[src/rtl/trace_capture_sequencer.sv]
// Single-shot trace capture controller: arm, trigger, delay, capture window.
// Optional armed timeout is built when TRACE_SEQ_TIMEOUT_EN is defined.
module trace_capture_sequencer #(
  parameter int pDELAY_WIDTH = 20,
  parameter int pLEN_WIDTH = 24
`ifdef TRACE_SEQ_TIMEOUT_EN
  ,
  parameter int pTIMEOUT_WIDTH = 32
`endif
) (
  input  logic                    trace_clk,
  input  logic                    reset,
  input  logic                    I_arm,
  input  logic [1:0]              I_trig_src,
  input  logic                    I_target_trig,
  input  logic                    I_match_hit,
  input  logic                    I_synchronized,
  input  logic [pDELAY_WIDTH-1:0] I_delay,
  input  logic [pLEN_WIDTH-1:0]   I_capture_len,
  input  logic [7:0]              I_pulse_width,
  input  logic                    I_fifo_full,
`ifdef TRACE_SEQ_TIMEOUT_EN
  input  logic [pTIMEOUT_WIDTH-1:0] I_timeout,
  output logic                    O_timeout,
`endif
  output logic                    O_armed,
  output logic                    O_capturing,
  output logic                    O_trig_out,
  output logic                    O_done,
  output logic                    O_overflow,
  output logic [2:0]              O_state
);

  typedef enum logic [2:0] {
    IDLE    = 3'd0,
    ARMED   = 3'd1,
    DELAY   = 3'd2,
    CAPTURE = 3'd3,
    DONE    = 3'd4
  } state_t;

  localparam logic [pDELAY_WIDTH-1:0] DLY_ONE =
    {{(pDELAY_WIDTH-1){1'b0}}, 1'b1};
  localparam logic [pLEN_WIDTH-1:0] LEN_ONE =
    {{(pLEN_WIDTH-1){1'b0}}, 1'b1};

  state_t state;
  state_t state_d;

  logic [2:0] tgt_sync;
  logic       tgt_evt;
  logic       arm_q;
  logic       sel_evt;
  logic       arm_rise;
  logic       take_trig;
  logic       cap_entry;

  logic [pDELAY_WIDTH-1:0] dly_q;
  logic [pDELAY_WIDTH-1:0] dly_cnt;
  logic [pLEN_WIDTH-1:0]   len_q;
  logic [pLEN_WIDTH-1:0]   len_cnt;
  logic [7:0]              pw_q;
  logic [7:0]              pw_src;
  logic [7:0]              pulse_cnt;
  logic [7:0]              pulse_d;

  logic done_q, done_d;
  logic ovf_q, ovf_d;
  logic armed_q, cap_q, trig_q;

`ifdef TRACE_SEQ_TIMEOUT_EN
  localparam logic [pTIMEOUT_WIDTH-1:0] TO_ONE =
    {{(pTIMEOUT_WIDTH-1){1'b0}}, 1'b1};
  logic [pTIMEOUT_WIDTH-1:0] to_cnt;
  logic to_q, to_d;
  logic to_hit;
  assign to_hit = (I_timeout != '0) && (to_cnt >= I_timeout);
`endif

  assign arm_rise  = I_arm & ~arm_q;
  assign take_trig = (state == ARMED) & I_arm & I_synchronized & sel_evt;
  assign cap_entry = (state_d == CAPTURE) && (state != CAPTURE);
  assign pw_src    = (state == ARMED) ? I_pulse_width : pw_q;

  // Target pin: two-flop synchronizer, then registered rising-edge pulse
  always_ff @(posedge trace_clk) begin
    if (reset) begin
      tgt_sync <= '0;
      tgt_evt  <= 1'b0;
    end else begin
      tgt_sync <= {tgt_sync[1:0], I_target_trig};
      tgt_evt  <= tgt_sync[1] & ~tgt_sync[2];
    end
  end

  // Select the trigger event source
  always_comb begin
    sel_evt = 1'b0;
    unique case (I_trig_src)
      2'd0: sel_evt = tgt_evt;
      2'd1: sel_evt = I_match_hit;
      2'd2: sel_evt = 1'b1;
      2'd3: sel_evt = tgt_evt | I_match_hit;
    endcase
  end

  // State register
  always_ff @(posedge trace_clk) begin
    if (reset) state <= IDLE;
    else       state <= state_d;
  end

  // Next state and sticky status; disarm outranks everything else
  always_comb begin
    state_d = state;
    done_d  = done_q;
    ovf_d   = ovf_q;
`ifdef TRACE_SEQ_TIMEOUT_EN
    to_d    = to_q;
`endif
    unique case (state)
      IDLE: begin
        if (arm_rise) begin
          state_d = ARMED;
          done_d  = 1'b0;
          ovf_d   = 1'b0;
`ifdef TRACE_SEQ_TIMEOUT_EN
          to_d    = 1'b0;
`endif
        end
      end
      ARMED: begin
        if (!I_arm) state_d = IDLE;
        else if (take_trig)
          state_d = (I_delay == '0) ? CAPTURE : DELAY;
`ifdef TRACE_SEQ_TIMEOUT_EN
        else if (to_hit) begin
          state_d = DONE;
          to_d    = 1'b1;
        end
`endif
      end
      DELAY: begin
        if (!I_arm) state_d = IDLE;
        else if (dly_cnt == dly_q) state_d = CAPTURE;
      end
      CAPTURE: begin
        if (!I_arm) state_d = IDLE;
        else if (I_fifo_full) begin
          state_d = DONE;
          done_d  = 1'b1;
          ovf_d   = 1'b1;
        end else if (len_q != '0 && len_cnt == len_q) begin
          state_d = DONE;
          done_d  = 1'b1;
        end
      end
      DONE: begin
        if (!I_arm) state_d = IDLE;
      end
      default: state_d = IDLE;
    endcase
  end

  // Pulse counter runs on its own; it only reloads once expired
  always_comb begin
    pulse_d = pulse_cnt;
    if (pulse_cnt != 8'd0) pulse_d = pulse_cnt - 8'd1;
    else if (cap_entry)    pulse_d = pw_src;
  end

  // Config latches and saturating counters
  always_ff @(posedge trace_clk) begin
    if (reset) begin
      arm_q     <= 1'b0;
      dly_q     <= '0;
      len_q     <= '0;
      pw_q      <= '0;
      dly_cnt   <= '0;
      len_cnt   <= '0;
      pulse_cnt <= '0;
    end else begin
      arm_q     <= I_arm;
      pulse_cnt <= pulse_d;
      if (take_trig) begin
        dly_q <= I_delay;
        len_q <= I_capture_len;
        pw_q  <= I_pulse_width;
      end
      if (state_d == DELAY && state != DELAY)
        dly_cnt <= DLY_ONE;
      else if (state == DELAY && dly_cnt != '1)
        dly_cnt <= dly_cnt + DLY_ONE;
      if (cap_entry)
        len_cnt <= LEN_ONE;
      else if (state == CAPTURE && len_cnt != '1)
        len_cnt <= len_cnt + LEN_ONE;
    end
  end

`ifdef TRACE_SEQ_TIMEOUT_EN
  // Armed-cycle counter; first ARMED cycle reads 1
  always_ff @(posedge trace_clk) begin
    if (reset) begin
      to_cnt <= '0;
      to_q   <= 1'b0;
    end else begin
      to_q <= to_d;
      if (state == IDLE && arm_rise)
        to_cnt <= TO_ONE;
      else if (state == ARMED && to_cnt != '1)
        to_cnt <= to_cnt + TO_ONE;
    end
  end
  assign O_timeout = to_q;
`endif

  // Registered outputs
  always_ff @(posedge trace_clk) begin
    if (reset) begin
      armed_q <= 1'b0;
      cap_q   <= 1'b0;
      trig_q  <= 1'b0;
      done_q  <= 1'b0;
      ovf_q   <= 1'b0;
    end else begin
      armed_q <= (state_d == ARMED) || (state_d == DELAY);
      cap_q   <= (state_d == CAPTURE);
      trig_q  <= (pulse_d != 8'd0);
      done_q  <= done_d;
      ovf_q   <= ovf_d;
    end
  end

  assign O_armed     = armed_q;
  assign O_capturing = cap_q;
  assign O_trig_out  = trig_q;
  assign O_done      = done_q;
  assign O_overflow  = ovf_q;
  assign O_state     = state;

endmodule

[config.mk]
export PLATFORM = sky130hd
export DESIGN_NAME = trace_capture_sequencer
export DESIGN_NICKNAME = d
export VERILOG_FILES = /design/src/rtl/trace_capture_sequencer.sv
export SDC_FILE = /design/constraint.sdc
export NUM_CORES = 1
export LEC_CHECK = 0
export CAP_MARGIN = 20
export CORE_MARGIN = 8
export CORE_UTILIZATION = 35
export CTS_CLUSTER_DIAMETER = 200
export CTS_CLUSTER_SIZE = 16
export DETAILED_ROUTE_END_ITERATION = 8
export DONT_BUFFER_PORTS = 1
export GPL_TIMING_DRIVEN = 0
export SLEW_MARGIN = 20
export SYNTH_ARGS = -nofsm -noshare
export SYNTH_HDL_FRONTEND = slang
export SYNTH_SLANG_ARGS = --single-unit
[constraint.sdc]
create_clock -name trace_clk -period 2.9 [get_ports trace_clk]
set_clock_uncertainty 0.05 [all_clocks]
set_input_delay 0.29 -clock trace_clk [delete_from_list [all_inputs] [get_ports trace_clk]]
set_output_delay 0.29 -clock trace_clk [all_outputs]
set_load 0.1 [all_outputs]
==> summary.txt, run 1 <==
Status
  – Status: finished, final reports clean

Place
  – RePlAce Congestion: slightly above 0.8
  – Cell Area, Placed: a little under 6000 sq um
  – IO buf count: 0
  – Post-DP HPWL: ~11 mm
  – Placed cells: about 870

Floorplanning
  – Initial core utilization: 35.3%
  – I/O pin count: just under 70
  – Die Wd: about 140 um
  – Die area: 20000 sq um
  – Core area: between 15000 and 20000 sq um
  – Site row count: 46
  – Die Ht: 141 um

Timing
  – Final Hold Viols: 0
  – Post-layout minimum cycle time: roughly 2700 ps
  – Highest clock rate: approximately 370 MHz
  – RSZ-0062 raised after global routing: no
  – Setup violations, final: 0
  – Slew headroom: 28.3%
  – Worst-margin pin slew: ~1100 ps
  – Fin crit share: between 90% and 100%
  – Slew Viols, Final: 0

Worst setup path
  – Element type at the critical path start: flip-flop
  – Critical Path RT: 3150 ps
  – CP Capture Type: flip-flop
  – CP arrival: around 3000 ps
  – R2R Setup Slk: approximately 190 ps
  – Origin of the critical flop-to-flop path: O_state[1]
  – Worst r2r dst: len_cnt[10]
  – Reg2Reg Depth: 9
  – Setup CP Type: flip-flop to flip-flop
  – Crit Path Max Fanout: 10

Global routing
  – Initial antenna violation count: 0
  – Gr usage total: between 15 and 20%
  – Largest net degree at the start of global routing: 17
  – Vias in the first global route: approximately 4700
  – Remaining global-route overflow: 0
  – First-pass GRT wire length: about 24 mm

Synthesis
  – Sequential fraction of the synthesis area: about 43%
  – Post-synth ARST share: 0%
  – Area fraction of the dominant cell type after synthesis: between 40% and 50%
  – Area contributors post-synth: dfxtp_1, nand2_1, xor2_1
  – Post-synth EDFFs: 0
  – Ys flop type: dfxtp_1
  – Distinct cells, synth: 57
  – Synth Warn #: 0
  – Syn nets: roughly 700
  – Yosys top cell by area: dfxtp_1
  – Yosys reg bits: roughly 120
  – Synth Instances: 651
  – Syn_area_per_cell: between 8 and 9 sq um
  – Post-Syn Area: between 5000 and 6000 sq um

Hold path
  – Worst min path class: primary input to flip-flop
  – Hold Path Stages: 2
  – WHS Endpoint: O_armed
  – Min-delay src: I_arm

Drt
  – DRC viols: 0
  – WL/cell: 15.8 um
  – Via count: roughly 4800
  – Uppermost layer routed: met4
  – Vias/cell: 5.03
  – DRT Wirelength: approximately 15 mm
  – Met1 wire length: 6.66 mm
  – ANT nets after route: 0
  – Met3 Routed Length: roughly 930 um
  – DRT iter0 DRCs: about 320
  – Met2 wire length: around 7 mm
  – First-pass DRT Iterations: 4

Layout
  – Fill count: 1513
  – Number of diodes: 0
  – Finished Layout Cells: between 900 and 1000
  – Share of layout cells above drive strength 1: 9.08%
  – Synthesis-to-finish area growth: 25.4%
  – Fin area: between 6000 and 7000 sq um
  – Nets: 790

Clock tree
  – CTS Buffer Depth: 2
  – Clock latency on the worst-skew pair: roughly 420 ps
  – CTS Root Cell: clkbuf_16
  – CTS Buf Count: 17
  – CTS H-tree depth: 4
  – CTS tree: built
  – CTS sink cnt: roughly 120
  – CTS clk-pin slew, worst paths: 50 ps

Run
  – Max-cap violations: 0

Power and ir drop
  – Power per standard cell area: approximately 660 nW/um^2
  – Peak VDD IR: 0.000338 V
  – Static leakage power: 0.00252 uW
-- layout by cell type (no fill, tap or decap), types with 2 or more instances in the layout --
cell / count
clkbuf_16: 17
and4_4: 3
ha_1: 4
mux2i_1: 10
nor2b_1: 10
inv_1: 3
a22oi_1: 3
nor2_1: 63
clkinvlp_4: 2
dfxtp_1: 114
o21a_1: 4
bufinv_16: 2
and4_1: 3
xnor2_1: 31
clkinv_2: 6
a21oi_1: 61
and3_4: 5
nand2_1: 129
or4_1: 3
nor3_1: 8
or3_1: 5
dfxtp_2: 3
o21ai_0: 4
buf_1: 5
nand4_1: 15
o31a_1: 2
nand3_1: 19
nor4_1: 20
nand2_2: 3
a31oi_1: 3
and3_1: 6
o221ai_1: 3
dlygate4sd3_1: 55
xor2_1: 52
a211oi_1: 2
clkbuf_1: 18
clkbuf_8: 2
nand2b_1: 5
and2_1: 3
buf_2: 7
-- cells in the mapped netlist, types with 4 or more instances --
cell type  instances
buf_1              5
nor2_1            64
clkbuf_1          15
nor2b_1           10
nand2b_1           5
nand4_1           15
nand2_1          129
o21a_1             4
ha_1               4
or3_1              5
and3_1             6
nor3_1             8
a21oi_1           61
and3_4             5
xor2_1            52
dfxtp_1          117
nor4_1            20
nand3_1           19
mux2i_1           10
xnor2_1           31
buf_2              7
o21ai_0            4
-- per-stage QoR --
step	total power (uW)	hold slack (ps)	setup TNS, ps	utilization [%]	setup WS [ps]
after floorplan	2310	317	0	-	127
after global placement	2410	329	-8740	37.0	-300
after detailed placement	2440	350	-11480	37.0	-332
after CTS	4540	31.7	0	44.2	179
after global routing	4710	35.6	0	44.2	48.4
final	4520	44.2	0	44.2	185
-- area by class of cell --
type                    instances  area [sq um]  area share [%]
plain buffers                  28           118            1.71
repair buffers                 55           551            7.98
clock inverters                10           105            1.52
flip-flops and latches        117          2350            34.0
well taps                     216           270            3.92
multi-input cells             503          3030            43.9
clock buffers                  22           464            6.73
inverters                       3          11.3           0.163
-- worst max path at each step --
| stage | slack (ps) | startpoint | cells after the start | end |
|---|---|---|---|---|
| floorplan | 130 | O_state[1] | 8 | O_trig_out |
| detailed placement | -330 | O_state[0] | 7 | dly_cnt[14] |
| global route | 50 | O_state[1] | 9 | len_cnt[9] |
| CTS | 180 | O_state[1] | 9 | len_cnt[10] |
| global placement | -300 | O_state[0] | 7 | dly_cnt[10] |
| finish | 190 | O_state[1] | 9 | len_cnt[10] |
-- flip-flops by register name, summed over array words and instances, names as in the netlist, 3 cells and up --
| name | count |
|---|---|
| dly_cnt | 20 |
| len_cnt | 24 |
| tgt_sync | 3 |
| dly_q | 20 |
| pw_q | 8 |
| len_q | 24 |
| O_state | 3 |
| pulse_cnt | 8 |
-- power by group --
part | switching (uW) | leakage [uW] | internal (uW)
clock network | 735 | 0.000279 | 1300
logic | 381 | 0.00129 | 324
registers | 104 | 0.000947 | 1680
total | 1220 | 0.00252 | 3300
-- cells by family after synthesis --
kind of cell | synth area share [%]
AO/OA/AOI/OAI | 11.0
XOR/XNOR | 13.2
adder cells (fa/ha/maj) | 0.910
buffers and inverters | 2.34
flip-flops | 42.6
multiplexers | 2.03
AND/OR/NAND/NOR | 27.9
-- metal layers --
metal | GRT usage, % | vias to the layer above
met5 | 0 | -
met4 | 6.39 | 0
met3 | 4.91 | 23
met2 | 25.0 | 118
met1 | 18.5 | 2275
li1 | - | 2385
-- repair_timing --
action / CTS / global route
hold buffers: 55 / 0
resized for setup: 4 / 0
buffers inserted: 0 / 0
hold endpoints to repair: 55 / 0
endpoints found under the setup margin: 85 / 0
-- worst max-delay path: stages, from the launching register on --
cell and delay, ps:
dfxtp_2 720, nor2b_4 300, nand2_2 90, or2_4 250
or3_1 410, nand2_2 150, nand2_1 110, nand2b_1 190
buf_2 260, nor2_1 80
(Power assumes the default switching activity.)
==> run 2, diff against run 1 <==
==> constraint.sdc (replaced) <==
create_clock -name trace_clk -period 2.9 [get_ports trace_clk]
set_clock_uncertainty 0.05 [all_clocks]
set_input_delay 0.58 -clock trace_clk [delete_from_list [all_inputs] [get_ports trace_clk]]
set_output_delay 0.58 -clock trace_clk [all_outputs]
set_load 0.1 [all_outputs]
==> run 2 against run 1 <==
Net effect: cell count is 5.8% lower; hold slack improved by 200 ps; combinational power fell by 9.1%; critical endpoint unchanged; largest cell class unchanged; largest power group unchanged.
==> summary.txt, run 2 (same netlist as run 1, synthesis figures left out) <==
Floorplanning
  – Initial core utilization: 35.3% (unchanged)
  – Core area: 15600 sq um (unchanged)
  – Die Ht: 141 um (unchanged)
  – Site row count: 46 (unchanged)
  – Die area: 20000 sq um (unchanged)
  – I/O pin count: 69 (unchanged)
  – Die Wd: 141 um (unchanged)

Timing
  – Slew Viols, Final: 0 (unchanged)
  – Setup violations, final: 0 (unchanged)
  – Final Hold Viols: 0 (unchanged)
  – Highest clock rate: 369 MHz (+0.18%)
  – RSZ-0062 raised after global routing: no
  – Post-layout minimum cycle time: 2710 ps (-4.99 ps)
  – Slew headroom: 30.1% (+1.7 points)
  – Worst-margin pin slew: 1050 ps (-26.1 ps)
  – Fin crit share: 93.4% (-0.17 points)
  – Hold slack: 241 ps (+197 ps)

Clock tree
  – CTS Root Cell: clkbuf_16
  – CTS tree: built
  – # hold bufs at CTS: 0 (-100%)
  – CTS Buf Count: 17 (unchanged)
  – Number of buffers added for setup after CTS: 0 (unchanged)
  – CTS resizes: 4 (unchanged)
  – CTS Buffer Depth: 2 (unchanged)
  – CTS sink cnt: 117 (unchanged)
  – CTS clk-pin slew, worst paths: 50 ps (about the same)
  – CTS H-tree depth: 4 (unchanged)
  – Clock latency on the worst-skew pair: 420 ps (about the same)

Layout
  – Share of layout cells above drive strength 1: 9.81% (+0.73 points)
  – Leading registers by flop count: len_cnt: 24 flops, len_q: 24 flops
  – Number of diodes: 0 (unchanged)
  – Synthesis-to-finish area growth: 15.4%
  – Fill count: 1561 (+3.2%)
  – Multi-input gate area: 3030 sq um (unchanged)
  – Nets: 735 (-7.0%)
  – Register Area: 2350 sq um (unchanged)
  – Most frequent cells in the layout: nand2_1, dfxtp_1, nor2_1
  – Commonest non-fill, non-tap cell in the layout: nand2_1

Place
  – RePlAce Congestion: 0.807 (unchanged)
  – Post-DP HPWL: 10.9 mm (unchanged)
  – IO buf count: 0 (unchanged)

Drt
  – Via count: 4550 (-5.2%)
  – First-pass DRT Iterations: 5 (+1)
  – DRT iter0 DRCs: 294 (-8.7%)
  – ANT nets after route: 0 (unchanged)
  – DRT Wirelength: 14.5 mm (-4.0%)
  – DRC viols: 0 (unchanged)
  – WL/cell: 16.1 um (+1.9%)
  – Vias/cell: 5.06 (+0.57%)

Global routing
  – Met2 Use GR: 23.9% (-1.1 points)
  – Vias in the first global route: 4475 (-5.7%)
  – GRT Max-Usage Layer: met2
  – Met1 GRT Util: 17.7% (-0.77 points)
  – Gr usage total: 14.7% (-0.69 points)
  – Remaining global-route overflow: 0 (unchanged)
  – Largest net degree at the start of global routing: 17 (unchanged)
  – Initial antenna violation count: 0 (unchanged)
  – GR Util met3: 4.87% (-0.034 points)
  – First-pass GRT wire length: 23.1 mm (-4.8%)

Power and ir drop
  – Static leakage power: 0.00229 uW (-9.1%)
  – Final total power: 4450 uW (-1.5%)
  – Peak VDD IR: 0.000337 V (-0.25%)
  – Power per standard cell area: 701 nW/um^2 (+7.0%)

Status
  – Status: finished, final reports clean

Run
  – Max-cap violations: 0 (unchanged)

Worst setup path
  – Setup CP Type: flip-flop to flip-flop
  – CP Capture Type: flip-flop
  – CP arrival: 2960 ps (about the same)
  – Crit Path Max Fanout: 10 (unchanged)
  – Element type at the critical path start: flip-flop
  – Critical Path RT: 3150 ps (about the same)

Hold path
  – Worst min path class: primary input to flip-flop
==> run 2: path summary, 6_finish.rpt <==
check                           cells after the start          start  slack, ps     endpoint
worst max-delay path                                9     O_state[1]        190  len_cnt[10]
worst min register to register                      1    tgt_sync[2]        350      tgt_evt
worst max register to register                      9     O_state[1]        190  len_cnt[10]
worst min-delay path                                1  I_target_trig        240  tgt_sync[0]
==> run 2: critical path, cell delays in order (launching register included) <==
cell	delay, ps
dfxtp_2	710
nor2b_4	300
nand2_2	90
or2_4	250
or3_1	410
nand2_2	150
nand2_1	110
nand2b_1	190
buf_2	260
nor2_1	80
==> run 2: stage by stage <==
stage / worst slack, ps / util [%] / TNS (ps) / area, sq um / cells
2_1_floorplan: 127 / - / 0 / 5500 / 651
3_3_place_gp: -300 / 37.0 / -8740 / 5770 / 867
3_5_place_dp: -332 / 37.0 / -11480 / 5770 / 867
4_1_cts: 179 / 40.7 / 0 / 6340 / 899
5_1_grt: 48.4 / 40.7 / 0 / 6340 / 899
6_report: 190 / 40.7 / 0 / 6340 / 899
==> run 2: final cells by class <==
class	instances	share of cell area (%)
buffer	28	1.85
clock buffer	22	7.32
clock inverter	10	1.66
inverter	3	0.177
multi-input combinational	503	47.8
sequential	117	37.0
tap	216	4.26
==> run 2: power by group <==
| part | leakage [uW] | total (uW) | switching (uW) | internal (uW) |
|---|---|---|---|---|
| Combinational | 0.00106 | 640 | 366 | 274 |
| Sequential | 0.000947 | 1780 | 103 | 1680 |
| Clock | 0.000279 | 2030 | 731 | 1300 |
| Total | 0.00229 | 4450 | 1200 | 3250 |
==> run 2: routing by layer <==
layer,up-vias,wire [um]
li1,2275,-
met1,2151,6560
met2,105,6810
met3,19,873
met4,0,214
met5,-,0
==> run 3, diff against run 2 <==
--- a/config.mk
+++ b/config.mk
@@ -6,7 +6,7 @@
 export NUM_CORES = 1
 export LEC_CHECK = 0
 export CAP_MARGIN = 20
-export CORE_MARGIN = 8
+export CORE_MARGIN = 3
 export CORE_UTILIZATION = 35
 export CTS_CLUSTER_DIAMETER = 200
 export CTS_CLUSTER_SIZE = 16
==> run 3 against run 2 <==
Net effect: die area decreased by 14%; critical endpoint is now len_cnt[15]; fmax shrank 0.18%; global-route usage grew 1.2 points; combinational power is 1% lower.
==> summary.txt, run 3 (same netlist as run 1, synthesis figures left out) <==
Status
  – Status: finished, final reports clean

Floorplanning
  – I/O pin count: 69 (unchanged)
  – Die Wd: 131 um (-7.1%)
  – Core area: 15300 sq um (-1.8%)
  – Die area: 17300 sq um (-14%)
  – Initial core utilization: 35.9% (+0.65 points)
  – Die Ht: 131 um (-7.1%)
  – Site row count: 45 (-2.2%)

Global routing
  – Gr usage total: 15.9% (+1.2 points)
  – Remaining global-route overflow: 0 (unchanged)
  – Vias in the first global route: 4371 (-2.3%)
  – First-pass GRT wire length: 22.0 mm (-4.9%)
  – Initial antenna violation count: 0 (unchanged)
  – Largest net degree at the start of global routing: 17 (unchanged)

Worst setup path
  – CP Capture Type: flip-flop
  – Element type at the critical path start: flip-flop
  – Origin of the critical flop-to-flop path: O_state[1]
  – Crit path largest cell delay: 710 ps (about the same)
  – CP bufs+invs: 1 (unchanged)
  – Worst r2r dst: len_cnt[15]
  – CP delay by family, top: simple AND/OR/NAND/NOR gates
  – Cell with the most instances on the worst path: nand2_2
  – Crit-path cells: nor2b_4 > nand2_2 > or2_4 > or3_1 > nand2_2 > nand2_1 > nand2b_1 > buf_2 > nor2_1
  – CP Depth: 9 (unchanged)
  – Slowest library cell on the worst path: dfxtp_2
  – R2R Setup Slk: 190 ps (about the same)
  – Critical Path RT: 3140 ps (about the same)
  – Crit Path Max Fanout: 10 (unchanged)
  – Setup CP Type: flip-flop to flip-flop
  – Reg2Reg Depth: 9 (unchanged)
  – CP arrival: 2960 ps (about the same)

Drt
  – WL/cell: 15.2 um (-5.3%)
  – DRC viols: 0 (unchanged)
  – ANT nets after route: 0 (unchanged)
  – DRT Wirelength: 13.6 mm (-6.0%)
  – First-pass DRT Iterations: 5 (unchanged)
  – Via count: 4550 (unchanged)
  – DRT iter0 DRCs: 242 (-18%)
  – Vias/cell: 5.10 (+0.67%)

Power and ir drop
  – Power per standard cell area: 706 nW/um^2 (+0.63%)
  – Static leakage power: 0.00230 uW (+0.62%)
  – Peak VDD IR: 0.000444 V (+32%)

Timing
  – Fin crit share: 93.6% (+0.17 points)
  – Slew Viols, Final: 0 (unchanged)
  – Slew headroom: 29.8% (-0.23 points)
  – Highest clock rate: 368 MHz (-0.18%)
  – Hold slack: 251 ps (+9.98 ps)
  – Final Hold Viols: 0 (unchanged)
  – Post-layout minimum cycle time: 2710 ps (+4.91 ps)
  – Setup violations, final: 0 (unchanged)
  – Worst-margin pin slew: 1050 ps (+3.38 ps)
  – RSZ-0062 raised after global routing: no

Place
  – Post-DP HPWL: 10.4 mm (-4.7%)
  – Placed cells: 862 (-0.58%)
  – IO buf count: 0 (unchanged)
  – RePlAce Congestion: 0.937 (+16%)

Clock tree
  – CTS H-tree depth: 4 (unchanged)
  – CTS Root Cell: clkbuf_16
  – CTS resizes: 4 (unchanged)
  – CTS Buf Count: 17 (unchanged)
  – CTS tree: built
  – CTS sink cnt: 117 (unchanged)
  – Number of buffers added for setup after CTS: 0 (unchanged)
  – CTS clk-pin slew, worst paths: 50 ps (about the same)
  – CTS Buffer Depth: 2 (unchanged)
  – # hold bufs at CTS: 0 (unchanged)
  – Clock latency on the worst-skew pair: 410 ps (about the same)

Layout
  – Number of diodes: 0 (unchanged)
  – Commonest non-fill, non-tap cell in the layout: nand2_1
  – Most frequent cells in the layout: nand2_1, dfxtp_1, nor2_1
  – Finished Layout Cells: 893 (-0.67%)
  – Leading registers by flop count: len_cnt: 24 flops, len_q: 24 flops
  – Synthesis-to-finish area growth: 15.7%
  – Fill count: 1520 (-2.6%)
  – Share of layout cells above drive strength 1: 10.1% (+0.31 points)
  – Nets: 735 (unchanged)

Hold path
  – WHS Endpoint: dly_q[9]
  – Min-delay src: I_delay[9]
  – Worst min path class: primary input to flip-flop
  – Hold Path Stages: 2 (+1)

Run
  – Max-cap violations: 0 (unchanged)
## run 3: cell count changes in the layout (fill, tap and decap cells not counted), sizes merged
| cell | change |
|---|---|
| clkinv | -1 |
## run 3: area by class of cell
type                            count  area, sq um  area share [%]
Multi-Input combinational cell    503         3030            47.6
Sequential cell                   117         2350            36.9
Clock buffer                       22          494            7.77
Tap cell                          211          264            4.15
Buffer                             28          118            1.85
Clock inverter                      9          100            1.57
Inverter                            3         11.3           0.177
## run 3: stage by stage
| stage | utilization (%) | instance area [sq um] | setup WS [ps] | setup TNS, ps | total power [uW] |
|---|---|---|---|---|---|
| after global placement | 37.6 | 5760 | -370 | -11000 | 2420 |
| after global routing | 41.6 | 6360 | 45.5 | 0 | 4690 |
| final | 41.6 | 6360 | 186 | 0 | 4490 |
| after CTS | 41.6 | 6360 | 169 | 0 | 4520 |
| after floorplan | - | 5500 | 127 | 0 | 2310 |
| after detailed placement | 37.6 | 5760 | -422 | -14060 | 2430 |
## run 3: worst max path at each step
stage,from,end,slack (ps)
global placement,O_state[0],dly_cnt[10],-370
global route,O_state[1],len_cnt[22],50
CTS,O_state[1],len_cnt[16],170
floorplan,O_state[1],O_trig_out,130
finish,O_state[1],len_cnt[15],190
detailed placement,O_state[0],dly_cnt[11],-420
## run 3: power breakdown
part,total [uW],switching (uW),internal (uW)
clock network,2080,715,1360
logic,631,357,274
registers,1780,104,1680
## run 3: routing by layer
layer	wire length (um)	part of all wire, %	track usage (%)
met4	246	1.8	5.83
met3	721	5.3	5.17
met5	0	0	0
met1	6450	47	20.8
met2	6170	45	24.8
==> RTL edit 1: new RTL, flow settings as in run 1 <==
Change the parameter `pLEN_WIDTH` from 24 to 48.
--- a/src/rtl/trace_capture_sequencer.sv
+++ b/src/rtl/trace_capture_sequencer.sv
@@ -4,3 +4,3 @@
   parameter int pDELAY_WIDTH = 20,
-  parameter int pLEN_WIDTH = 24
+  parameter int pLEN_WIDTH = 48
 `ifdef TRACE_SEQ_TIMEOUT_EN
Interface: changed (resized I_capture_len); port bits go from 69 to 93. The function was not compared with the original's and may differ.
==> RTL edit 1 against run 1 <==
Hold slack improved by 33 ps; via count rose by 44%; routed wire length is 54% higher; critical path type unchanged; die area grew 37%; power is 21% higher; sequential cell count up 48; area after synthesis up 42%; setup slack better by 22 ps; clock power is 12% higher; design area increased by 39%.
==> RTL edit 1: results (changes against run 1) <==
Yosys Warn Count -> 0 (unchanged)
Layout cell share with drive strength beyond 1 -> 7.014% (-2.1 points)
Wire per inst -> 17.37 um (+10%)
Non-clock inverter count -> 10 (+7)
Seq cells -> 165 (+41%)
Fill cells -> 2,152 (+42%)
R2r endpoint -> len_cnt[27]
Synthesized Nets -> 1,033 (+44%)
Run status -> finished clean
Clk slew on worst S/H paths -> 70 ps (+20 ps)
Storage cell area -> 0.003314 sq mm (+41%)
VDD IR max -> 506.0 uV (+50%)
LEAKAGE -> 3.679 nW (+46%)
Antenna diodes -> 1 (+1)
Critical-path top delay cell -> or4_4
Clk Latency, worst-skew pair -> 440 ps (+20 ps)
Area contributors post-synth -> dfxtp_1 (42%), xor2_1 (11%), nand2_1 (9.1%)
Largest net degree at the start of global routing -> 20 (+3)
Final clock-cell share -> 6.155% (-2.1 points)
Final Instance Area -> 0.009594 sq mm (+39%)
Worst path max stage delay -> 470 ps (-250 ps)
Synth top cells by count -> nand2_1 (190), dfxtp_1 (165), xor2_1 (101), a21oi_1 (90), nor2_1 (68)
Vias per cell -> 5.184 (+3.0%)
Vias in the first global route -> 6,971 (+47%)
Signal buf overhead -> 10.22% (+0.53 points)
Non-Clock Buffer Count -> 120 (+45%)
Worst-margin pin slew -> 1035 ps (-38.74 ps)
Post-synthesis sequential area ratio -> 42.34% (-0.25 points)
Area grow syn2layout -> 22.98%
Initial antenna violation count -> 1 (+1)
Fraction of registers with async set/reset -> 0% (unchanged)
Hold Slack -> 76.90 ps (+32.67 ps)
Final-stage net count -> 1,131 (+43%)
Comb_multi_in -> 728 (+45%)
Top Registers -> len_cnt: 48 flops, len_q: 48 flops
R2R Setup Slk -> 210 ps (+20 ps)
Multi-input gate share of total cell area -> 45.01% (+1.1 points)
DR iter-0 viols -> 434 (+35%)
Worst r2r src -> dly_cnt[16]
HPWL Detailed -> 17,180 um (+57%)
RePlAce Congestion -> 0.8636 (+7.0%)
Total global-route track usage -> 17.18% (+1.8 points)
Hold worst-path end -> O_state[2]
-- RTL edit 1: cell types whose count changed in the layout (fill, tap and decap cells not counted), moves of 9 or more --
cell / before / now
nand2_1: 129 / 190
nor3_1: 8 / 17
a21oi_1: 61 / 90
dlygate4sd3_1: 55 / 80
dfxtp_1: 114 / 162
and2_1: 3 / 16
nand3_1: 19 / 33
xnor2_1: 31 / 20
o21a_1: 4 / 14
xor2_1: 52 / 101
nor4_1: 20 / 36
o21ai_0: 4 / 13
-- RTL edit 1: how the worst max path moves through the flow --
stage	startpoint	depth (start not counted)	end	slack, ps
2_1_floorplan	O_state[0]	7	dly_cnt[10]	20
3_3_place_gp	O_state[0]	7	dly_cnt[12]	-950
3_5_place_dp	O_state[0]	7	dly_cnt[12]	-920
4_1_cts	O_state[2]	7	len_q[38]	20
5_1_grt	O_state[0]	8	dly_q[18]	10
6_report	dly_cnt[16]	9	len_cnt[27]	210
-- RTL edit 1: layer usage --
| layer | GRT usage [%] | wire [um] | vias to the layer above |
|---|---|---|---|
| met5 | 0 | 0 | - |
| li1 | - | - | 3446 |
| met1 | 20.38 | 10090 | 3253 |
| met2 | 29.09 | 11240 | 175 |
| met4 | 6.656 | 593 | 0 |
| met3 | 4.660 | 1278 | 52 |
-- RTL edit 1: kinds of logic (layout without fill, tap and decap cells) --
| group | Yosys count | after routing | share of synthesized area, % |
|---|---|---|---|
| other cells | 0 | 1 | 0 |
| mux | 11 | 11 | 1.476 |
| xor+xnor | 121 | 121 | 13.58 |
| buf+inv | 51 | 162 | 2.775 |
| flops | 165 | 165 | 42.34 |
| fa+ha+maj | 4 | 4 | 0.6416 |
| compound gates | 143 | 143 | 10.97 |
| simple gates | 449 | 449 | 28.21 |
-- RTL edit 1: critical path, delay by kind of cell (launching register included) --
family,cells,cell delay (ps)
XOR/XNOR,1,190
AND/OR/NAND/NOR,5,1310
flip-flops,1,370
buffers and inverters,2,440
AO/OA/AOI/OAI,1,220
-- RTL edit 1: power by group --
part	total (mW)	leakage (nW)	switching, mW	internal, mW
sequential	2.45	1.34	0.121	2.33
clock	2.28	0.286	1.06	1.22
combinational	0.735	2.06	0.403	0.332
total	5.47	3.68	1.58	3.89
-- RTL edit 1: through the flow --
| step | TNS, ps | cells | worst slack [ps] |
|---|---|---|---|
| 3_3_place_gp | -60700 | 1224 | -946.3 |
| 5_1_grt | 0 | 1336 | 12.29 |
| 3_5_place_dp | -45860 | 1224 | -924.9 |
| 6_report | 0 | 1336 | 207.1 |
| 2_1_floorplan | 0 | 944 | 24.75 |
| 4_1_cts | 0 | 1335 | 24.67 |
-- RTL edit 1: timing repair --
item,CTS,global route
endpoints found under the hold margin,80,0
pin swaps,0,1
setup endpoints to repair,151,65
hold buffers,80,0
gates resized for setup,7,7
buffers inserted,0,1
==> RTL edit 2: new RTL, flow settings as in run 1 <==
Without the edit above. Register the input `I_target_trig` before use. The logic sees it one clock later. The other inputs are not delayed to match.
--- a/src/rtl/trace_capture_sequencer.sv
+++ b/src/rtl/trace_capture_sequencer.sv
@@ -46,2 +46,8 @@
 
+  logic I_target_trig_q;
+
+  always_ff @(posedge trace_clk) begin
+    I_target_trig_q <= I_target_trig;
+  end
+
   state_t state;
@@ -90,3 +96,3 @@
     end else begin
-      tgt_sync <= {tgt_sync[1:0], I_target_trig};
+      tgt_sync <= {tgt_sync[1:0], I_target_trig_q};
       tgt_evt  <= tgt_sync[1] & ~tgt_sync[2];
Behaviour: not the same (Yosys sat finds a counterexample within 10 cycles, from zero or initial values and one cycle with reset high).
==> RTL edit 2 against run 1 <==
Design area is 1.2% higher; largest power group unchanged; area after synthesis is 0.41% lower; sequential cell count is 1 higher; power is 5.9% higher; global-route usage hardly changed; sequential share of layout area hardly changed; routed wire length is 2.1% lower; setup slack worse by 95 ps; critical endpoint is now O_trig_out.
==> RTL edit 2: results (changes against run 1) <==
Vias per cell -> 4.972 (-1.2%)
Met1 Use GR -> 19.90% (+1.4 points)
Synthesized Nets -> 729 (+1.8%)
Crit Path Max Fanout -> 8 (-2)
Final-stage net count -> 802 (+1.5%)
Post-synthesis sequential area ratio -> 43.13% (+0.54 points)
Layout cell share with drive strength beyond 1 -> 8.800% (-0.28 points)
Synth top cells by count -> nand2_1 (133), dfxtp_1 (118), nor2_1 (73), xor2_1 (67), a21oi_1 (56)
DR iter-0 viols -> 326 (+1.2%)
Reg2Reg Depth -> 8 (-1)
Total global-route track usage -> 15.37% (-0.026 points)
Hold Path Origin -> reset
Crit path DAT -> 3020 ps (+50 ps)
LEAKAGE -> 2.745 nW (+9.0%)
Worst path max stage delay -> 570 ps (-150 ps)
R2r endpoint -> O_trig_out
WHS Path Cells -> 3 (+1)
Area contributors post-synth -> dfxtp_1 (43%), xor2_1 (11%), nand2_1 (9.1%)
R2R Setup Slk -> 90 ps (-100 ps)
Fill cells -> 1,481 (-2.1%)
Global-route wire length before repair -> 24,300 um (about the same)
Run status -> finished clean
RePlAce Congestion -> 0.9112 (+13%)
Critical-path top delay cell -> dfxtp_4
Router iterations before antenna repair -> 5 (+1)
Hold worst-path end -> len_cnt[1]
M3 GR Usage -> 4.828% (-0.078 points)
Sw frac -> 25.13% (-1.9 points)
Wire per inst -> 15.33 um (-2.8%)
HPWL Detailed -> 10,690 um (-2.1%)
RTL edit 2: cell count changes after synthesis, moves of 5 or more:
cell / change
buf_1: -5
a21oi_1: -5
inv_1: +6
and3_4: -5
nor2_2: +9
nor3_1: +8
xnor2_1: -13
nor2_1: +9
xor2_1: +15
RTL edit 2: worst max path at each step:
stage                           from           to  depth (start not counted)
after floorplan           O_state[2]   O_trig_out                          8
after global placement    O_state[2]   O_trig_out                          8
after detailed placement  O_state[2]  dly_cnt[12]                          7
after CTS                 O_state[1]   O_trig_out                          8
after global routing      O_state[0]  dly_cnt[14]                          7
final                     O_state[1]   O_trig_out                          8
RTL edit 2: through the flow:
step | hold WS (ps) | TNS (ps) | std cells | setup slack (ps) | utilization (%)
floorplan | 267.7 | 0 | 664 | 232.4 | -
global placement | 267.8 | -10130 | 875 | -230.1 | 37.64
detailed placement | 267.8 | -10890 | 875 | -234.0 | 37.64
CTS | 107.2 | 0 | 960 | 18.91 | 45.59
global route | 134.9 | -794.8 | 961 | -70.83 | 45.72
finish | 124.1 | 0 | 961 | 90.04 | 45.72
RTL edit 2: what timing repair did:
item,CTS,global route
endpoints found under the hold margin,53,0
setup buffers,0,1
setup endpoints to repair,83,39
gates resized for setup,4,3
hold buffers,53,0
RTL edit 2: worst min-delay path, stage by stage:
cell,delay [ps]
or2_1,90
buf_6,120
nor2_1,40
RTL edit 2: area by class of cell:
type	instances	area share, %
Inverter	9	0.4842
Clock inverter	12	3.228
Buffer	28	1.937
Clock buffer	20	6.402
Tap cell	211	3.784
Sequential cell	118	34.02
Timing Repair Buffer	54	7.783
Multi-Input combinational cell	509	42.36
RTL edit 2: cell families (layout without fill, tap and decap cells):
family          count (synthesis)  in the layout  synth area share [%]
xor+xnor                       85             85                 13.59
compound gates                 83             83                 9.390
fa+ha+maj                       4              4                0.9139
simple gates                  323            323                 27.28
flops                         118            118                 43.13
mux                            14             14                 2.605
buf+inv                        37            123                 3.084
RTL edit 2: metal layers:
| metal | wire, um | up-vias |
|---|---|---|
| met1 | 7032 | 2231 |
| li1 | - | 2395 |
| met5 | 0 | - |
| met3 | 1001 | 20 |
| met2 | 6419 | 132 |
| met4 | 283 | 0 |
RTL edit 2: power by group through the flow:
stage	Sequential [mW]	Combinational [mW]	Clock [mW]
after floorplan	1.82	0.416	0
after global placement	1.83	0.492	0
after detailed placement	1.83	0.520	0
after CTS	1.80	0.585	2.44
after global routing	1.80	0.657	2.51
final	1.80	0.586	2.40
